`src/rtl/rf_arb_pkg.sv`:
```
// Shared types for the register-file write arbiter: write request struct and x0 constant.
// DATA_WIDTH comes from the project-wide macro; it falls back to 32 when the macro is not defined.
`ifndef DATA_WIDTH
`define DATA_WIDTH 32
`endif

package rf_arb_pkg;

  localparam int unsigned RF_DATA_W = `DATA_WIDTH;
  localparam int unsigned RF_ADDR_W = 5;

  localparam logic [RF_ADDR_W-1:0] RF_X0 = '0;

  typedef struct packed {
    logic [RF_ADDR_W-1:0] addr;
    logic [RF_DATA_W-1:0] data;
  } rf_wr_req_t;

  function automatic logic is_x0(input logic [RF_ADDR_W-1:0] a);
    return a == RF_X0;
  endfunction

endpackage

```
`src/rtl/rf_wr_fifo.sv`:
```
// In-order queue of pending long-latency register writes.
// Every entry's valid bit and address are exported so the owner can compare them against decode sources.
module rf_wr_fifo
  import rf_arb_pkg::*;
#(
  parameter int DEPTH = 2,
  localparam int PW = $clog2(DEPTH),
  localparam int CW = PW + 1
) (
  input  logic                              clk_i,
  input  logic                              rst_ni,
  input  logic                              push_i,
  input  rf_wr_req_t                        push_req_i,
  input  logic                              pop_i,
  output rf_wr_req_t                        head_o,
  output logic [CW-1:0]                     count_o,
  output logic [DEPTH-1:0]                  entry_valid_o,
  output logic [DEPTH-1:0][RF_ADDR_W-1:0]   entry_addr_o
);

  rf_wr_req_t       mem [DEPTH];
  logic [PW-1:0]    wr_ptr;
  logic [PW-1:0]    rd_ptr;
  logic [CW-1:0]    count;
  logic [DEPTH-1:0] valid;
  logic             do_push;
  logic             do_pop;

  // Overflow/underflow requests are dropped here so the pointers can never desynchronise.
  assign do_push = push_i && (count < CW'(DEPTH));
  assign do_pop  = pop_i && (count != '0);

  always_ff @(posedge clk_i) begin
    if (!rst_ni) begin
      wr_ptr <= '0;
      rd_ptr <= '0;
      count  <= '0;
      valid  <= '0;
    end else begin
      if (do_push) begin
        mem[wr_ptr]   <= push_req_i;
        valid[wr_ptr] <= 1'b1;
        wr_ptr        <= wr_ptr + 1'b1;
      end
      if (do_pop) begin
        valid[rd_ptr] <= 1'b0;
        rd_ptr        <= rd_ptr + 1'b1;
      end
      count <= count + CW'(do_push) - CW'(do_pop);
    end
  end

  always_comb begin
    entry_addr_o = '0;
    for (int i = 0; i < DEPTH; i++) begin
      entry_addr_o[i] = mem[i].addr;
    end
  end

  assign head_o        = mem[rd_ptr];
  assign count_o       = count;
  assign entry_valid_o = valid;

endmodule

```
`src/rtl/rf_write_arbiter.sv`:
```
// Shares the register file write port between writeback (always wins, zero latency) and a
// buffered long-latency unit, with a starvation bubble request and a queued-destination hazard port.
module rf_write_arbiter
  import rf_arb_pkg::*;
#(
  parameter int DATA_WIDTH   = RF_DATA_W,
  parameter int ADDR_WIDTH   = RF_ADDR_W,
  parameter int LQ_DEPTH     = 2,
  parameter int STARVE_LIMIT = 4,
  localparam int CW = $clog2(LQ_DEPTH) + 1,
  localparam int WW = $clog2(STARVE_LIMIT + 1)
) (
  input  logic                  clk_i,
  input  logic                  rst_ni,
  input  logic                  wb_valid_i,
  input  logic [ADDR_WIDTH-1:0] wb_rd_addr_i,
  input  logic [DATA_WIDTH-1:0] wb_data_i,
  input  logic                  lu_valid_i,
  input  logic [ADDR_WIDTH-1:0] lu_rd_addr_i,
  input  logic [DATA_WIDTH-1:0] lu_data_i,
  output logic                  lu_ready_o,
  input  logic [ADDR_WIDTH-1:0] hz_rs1_i,
  input  logic [ADDR_WIDTH-1:0] hz_rs2_i,
  output logic                  hz_hit_o,
  output logic                  stall_req_o,
  output logic                  rf_we_o,
  output logic [ADDR_WIDTH-1:0] rf_addr_o,
  output logic [DATA_WIDTH-1:0] rf_data_o,
  output logic [CW-1:0]         lq_count_o
);

  rf_wr_req_t                        lu_req;
  rf_wr_req_t                        head;
  logic [CW-1:0]                     lq_count;
  logic [LQ_DEPTH-1:0]               entry_valid;
  logic [LQ_DEPTH-1:0][RF_ADDR_W-1:0] entry_addr;
  logic                              lq_empty;
  logic                              wb_busy;
  logic                              push;
  logic                              pop;
  logic [WW-1:0]                     wait_cnt;
  logic                              stall_q;
  logic                              hit_rs1;
  logic                              hit_rs2;

  // LU handshake: a result transfers on a cycle where lu_valid_i && lu_ready_o. lu_ready_o
  // depends only on the registered count (and reset), never on lu_valid_i. x0 results transfer but are dropped.
  assign lu_ready_o = rst_ni && (lq_count < CW'(LQ_DEPTH));
  assign push       = lu_valid_i && lu_ready_o && !is_x0(lu_rd_addr_i);
  assign lu_req     = '{addr: lu_rd_addr_i, data: lu_data_i};

  assign lq_empty = (lq_count == '0);
  assign wb_busy  = wb_valid_i && !is_x0(wb_rd_addr_i);
  assign pop      = rst_ni && !wb_busy && !lq_empty;

  rf_wr_fifo #(
    .DEPTH (LQ_DEPTH)
  ) u_fifo (
    .clk_i         (clk_i),
    .rst_ni        (rst_ni),
    .push_i        (push),
    .push_req_i    (lu_req),
    .pop_i         (pop),
    .head_o        (head),
    .count_o       (lq_count),
    .entry_valid_o (entry_valid),
    .entry_addr_o  (entry_addr)
  );

  always_comb begin
    rf_we_o   = 1'b0;
    rf_addr_o = '0;
    rf_data_o = '0;
    if (rst_ni) begin
      if (wb_busy) begin
        rf_we_o   = 1'b1;
        rf_addr_o = wb_rd_addr_i;
        rf_data_o = wb_data_i;
      end else if (!lq_empty) begin
        rf_we_o   = 1'b1;
        rf_addr_o = head.addr;
        rf_data_o = head.data;
      end
    end
  end

  // stall_q lags the saturated counter by one cycle, but drops together with the pop that clears it.
  always_ff @(posedge clk_i) begin
    if (!rst_ni) begin
      wait_cnt <= '0;
      stall_q  <= 1'b0;
    end else begin
      if (pop || lq_empty) begin
        wait_cnt <= '0;
      end else if (wait_cnt != WW'(STARVE_LIMIT)) begin
        wait_cnt <= wait_cnt + 1'b1;
      end
      stall_q <= (wait_cnt == WW'(STARVE_LIMIT)) && !lq_empty && !pop;
    end
  end

  assign stall_req_o = stall_q;

  always_comb begin
    hit_rs1 = 1'b0;
    hit_rs2 = 1'b0;
    for (int i = 0; i < LQ_DEPTH; i++) begin
      if (entry_valid[i] && (entry_addr[i] == hz_rs1_i)) hit_rs1 = 1'b1;
      if (entry_valid[i] && (entry_addr[i] == hz_rs2_i)) hit_rs2 = 1'b1;
    end
  end

  assign hz_hit_o   = (!is_x0(hz_rs1_i) && hit_rs1) || (!is_x0(hz_rs2_i) && hit_rs2);
  assign lq_count_o = lq_count;

endmodule

```
`config.mk`:
```
export PLATFORM = sky130hd
export DESIGN_NAME = rf_write_arbiter
export DESIGN_NICKNAME = d
export VERILOG_FILES = /design/src/rtl/rf_arb_pkg.sv /design/src/rtl/rf_wr_fifo.sv /design/src/rtl/rf_write_arbiter.sv
export SDC_FILE = /design/constraint.sdc
export NUM_CORES = 1
export LEC_CHECK = 0
export CORE_UTILIZATION = 49
export DETAILED_ROUTE_END_ITERATION = 6
export PLACE_DENSITY = 0.93
export SLEW_MARGIN = 20
export SYNTH_ARGS = -nofsm -noshare
export SYNTH_HDL_FRONTEND = slang
export SYNTH_SLANG_ARGS = --single-unit
```
`constraint.sdc`:
```
create_clock -name clk_i -period 7.2 [get_ports clk_i]
set_input_delay 1.08 -clock clk_i [delete_from_list [all_inputs] [get_ports clk_i]]
set_output_delay 1.08 -clock clk_i [all_outputs]
set_load 0.01 [all_outputs]
```
==> reports/metrics.yaml <==
run_status:
  run_status: "finished, final reports clean"
routing:
  drc_errors: 0
  drt-total-wl_mm: 9.386
  vias: 2886
  wire_per_inst_um: 17.84
  ant_nets: 0
  first_pass_iters: 4
  drt_iter0_drc: 112
  viasPerCell: 5.487
cts:
  clkSinkCount: 85
  hold_buffers: 0
  clk_latency_ps: 340
  cts_tree: "built"
  post_cts_buffers: 0
  cts_root_buffer: "clkbuf_8"
  path_clk_slew_ps: 80
  cts_inserted_buffers: 9
  cts_buffer_depth: 2
  ctsHtreeMaxLevel: 3
  ctsResizeCount: 0
layout:
  regArea_sq_mm: 0.002446
  multi_input_area_sq_mm: 0.001400
  nFillCells: 542
  drive_gt1_share_pct: 6.132
  fin_nets: 511
  antennaDiodeCount: 0
  area_growth_pct: 41.98
grt:
  grt-ovfl-total: 0
  grt_start_max_net_pins: 43
  grt.total_usage_pct: 22.80
  grt_pass1_vias: 2889
  grt_pass1_wl_mm: 14.52
  antenna_found_initial: 0
yosys:
  synth.area.top_cells: "edfxtp_1, mux2i_1, o22a_1"
  syn_area_sq_mm: 0.003901
  avgSynthCellArea_sq_um: 13.45
  synthDistinctLibCells: 34
  synth.yosys.warnings: 0
  synth_top_family_by_area: "compound AO/OA/AOI/OAI gates"
  yosysTopAreaCellShare_pct: 56.96
  synthXorXnorAreaFrac_pct: 5.388
  syn_nets: 382
  synth-simple-area-share_pct: 7.858
  ys_ff_latch: 85
  synth_seq_area_share_pct: 62.60
  netlist_instances: 290
  synth_top_area_cell: "edfxtp_1"
  synth_mux_area_share_pct: 9.814
  synth-compound-area-share_pct: 10.78
  synth_fa_ha_area_share_pct: 1.283
floorplanning:
  rows: 32
  die-area_sq_mm: 0.008323
  die_h_um: 91.23
  die_x_um: 91.23
  start_util_pct: 50.49
  ios: 131
  core-area_sq_mm: 0.007727
worst_setup_path:
  arrival_ps: 3880
  reg2reg_to: "u_fifo.count_o[1]"
  critPathKind: "in -> out"
  endpoint_kind: "output pin"
  worstPathRequired_ps: 6120
  reg2reg_from: "u_fifo.count_o[1]"
  worstRegToRegCells: 8
  rrSetupSlack_ps: 4630
  start_kind: "input pin"
  cp_max_fo: 34
place:
  port_buffers: 130
  place_congestion: 0.9255
  place_hpwl_mm: 6.212
sta:
  layout_min_cycle_time_ps: 4957
  max-slew-margin-rel_pct: 29.17
  tns_ps: 0
  hold_viol_final: 0
  setup_violations: 0
  finClkSkew_ps: 7.729
  fmax_ghz: 0.2017
  worstMarginPinSlew_ps: 1059
  min_period_over_period_pct: 68.84
  rsz0062_at_grt: "no"
  drv_slew: 0
power:
  vdd_drop_max_mv: 0.1316
  p_total_mw: 1.249
  powerDensity_mw_per_mm2: 225.4
  leakage_nw: 1.926
hold_path:
  hold_depth: 1
  hp-start: "u_fifo.rd_ptr"
  hold-path-endpoint: "u_fifo.entry_valid_o[1]"
  hold_path_class: "reg -> reg"
job:
  max-cap-violations: 0
[report_power, final]
group / internal, mW / switching (mW) / leakage, nW
Sequential: 0.572 / 0.0438 / 0.768
Clock: 0.160 / 0.167 / 0.0903
Combinational: 0.176 / 0.129 / 1.07
Total: 0.908 / 0.340 / 1.93
[metrics by stage]
stage	util, %	setup slack, ps	cells	hold slack (ps)	instance area, sq um
CTS	71.03	2056	524	492.5	5489
global route	71.68	2135	526	508.1	5539
floorplan	-	3420	290	430.0	3901
detailed placement	68.57	2037	508	477.6	5299
finish	71.68	2243	526	500.0	5539
global placement	68.57	2131	508	456.1	5299
[flip-flops by register name, indices dropped and copies added, names as in the netlist, named ones only]
signal,count
u_fifo.mem,74
wait_cnt,3
u_fifo.count_o,2
u_fifo.entry_valid_o,2
stall_req_o,1
u_fifo.rd_ptr,1
u_fifo.wr_ptr,1
[synthesized netlist by cell type, drive strengths merged]
library cell	n
nand4	2
or3	2
dfxtp	11
nand3	1
nor3	5
edfxtp	74
nand3b	1
o21ai	6
nor2	40
a21oi	3
clkbuf	4
mux2	2
nand2	5
xor2	17
ha	4
o31ai	1
mux2i	36
o211a	1
or4	2
nor4	4
and2	3
inv	5
o21a	1
o22a	34
nor2b	2
o311a	1
a211oi	1
buf	11
xnor2	7
a32oi	1
o211ai	3
[worst max path at each step]
stage,start,end,slack (ps),depth (start not counted)
floorplan,rst_ni,u_fifo.mem[0][0],3420,3
global placement,wb_rd_addr_i[0],rf_data_o[4],2130,7
detailed placement,wb_rd_addr_i[0],rf_data_o[30],2040,7
CTS,wb_rd_addr_i[0],rf_data_o[30],2060,7
global route,wb_rd_addr_i[0],rf_data_o[4],2140,8
finish,wb_rd_addr_i[0],rf_data_o[30],2240,8
[routing by layer]
layer  wire length (um)  share of wire, %  track usage [%]  vias up
met5                  0                 0                0        -
met3                549               5.8            5.695       14
li1                   -                 -                -     1363
met1               3613                38            25.43     1402
met4                136               1.4            6.481        0
met2               5086                54            42.74      107
[critical path: stages]
cell             delay, ps
clkdlybuf4s50_1        460
or4_4                  580
o21ai_4                470
buf_16                 240
nor2_2                  40
buf_4                  250
o22a_1                 240
clkdlybuf4s50_1        490
[layout by cell type (no fill, tap or decap), drive strengths merged, types with 2 or more instances in the layout]
cell type	Yosys	routed
a21oi	3	3
and2	3	3
buf	11	3
clkbuf	4	10
clkdlybuf4s50	0	130
clkinv	0	2
clkinvlp	0	2
dfxtp	11	11
edfxtp	74	74
ha	4	4
inv	5	6
mux2	2	2
mux2i	36	36
nand2	5	5
nand4	2	2
nor2	40	40
nor2b	2	2
nor3	5	5
nor4	4	4
o211ai	3	3
o21ai	6	6
o22a	34	34
or3	2	2
or4	2	2
xnor2	7	7
xor2	17	17
[cell type report]
| type | instances | share of cell area [%] |
|---|---|---|
| flip-flops and latches | 85 | 44.16 |
| multi-input cells | 185 | 25.28 |
| repair buffers | 133 | 24.49 |
| clock buffers | 10 | 2.304 |
| well taps | 102 | 2.304 |
| clock inverters | 6 | 1.129 |
| inverters | 5 | 0.3388 |
[logic make-up after synthesis]
logic type                 after synthesis
DFF                                     85
and+or+nand+nor                         67
AOI/OAI and AO/OA                       52
muxes                                   38
xor gates and xnor gates                24
buffers and inverters                   20
adders and majority gates                4
(Power assumes the default switching activity.)
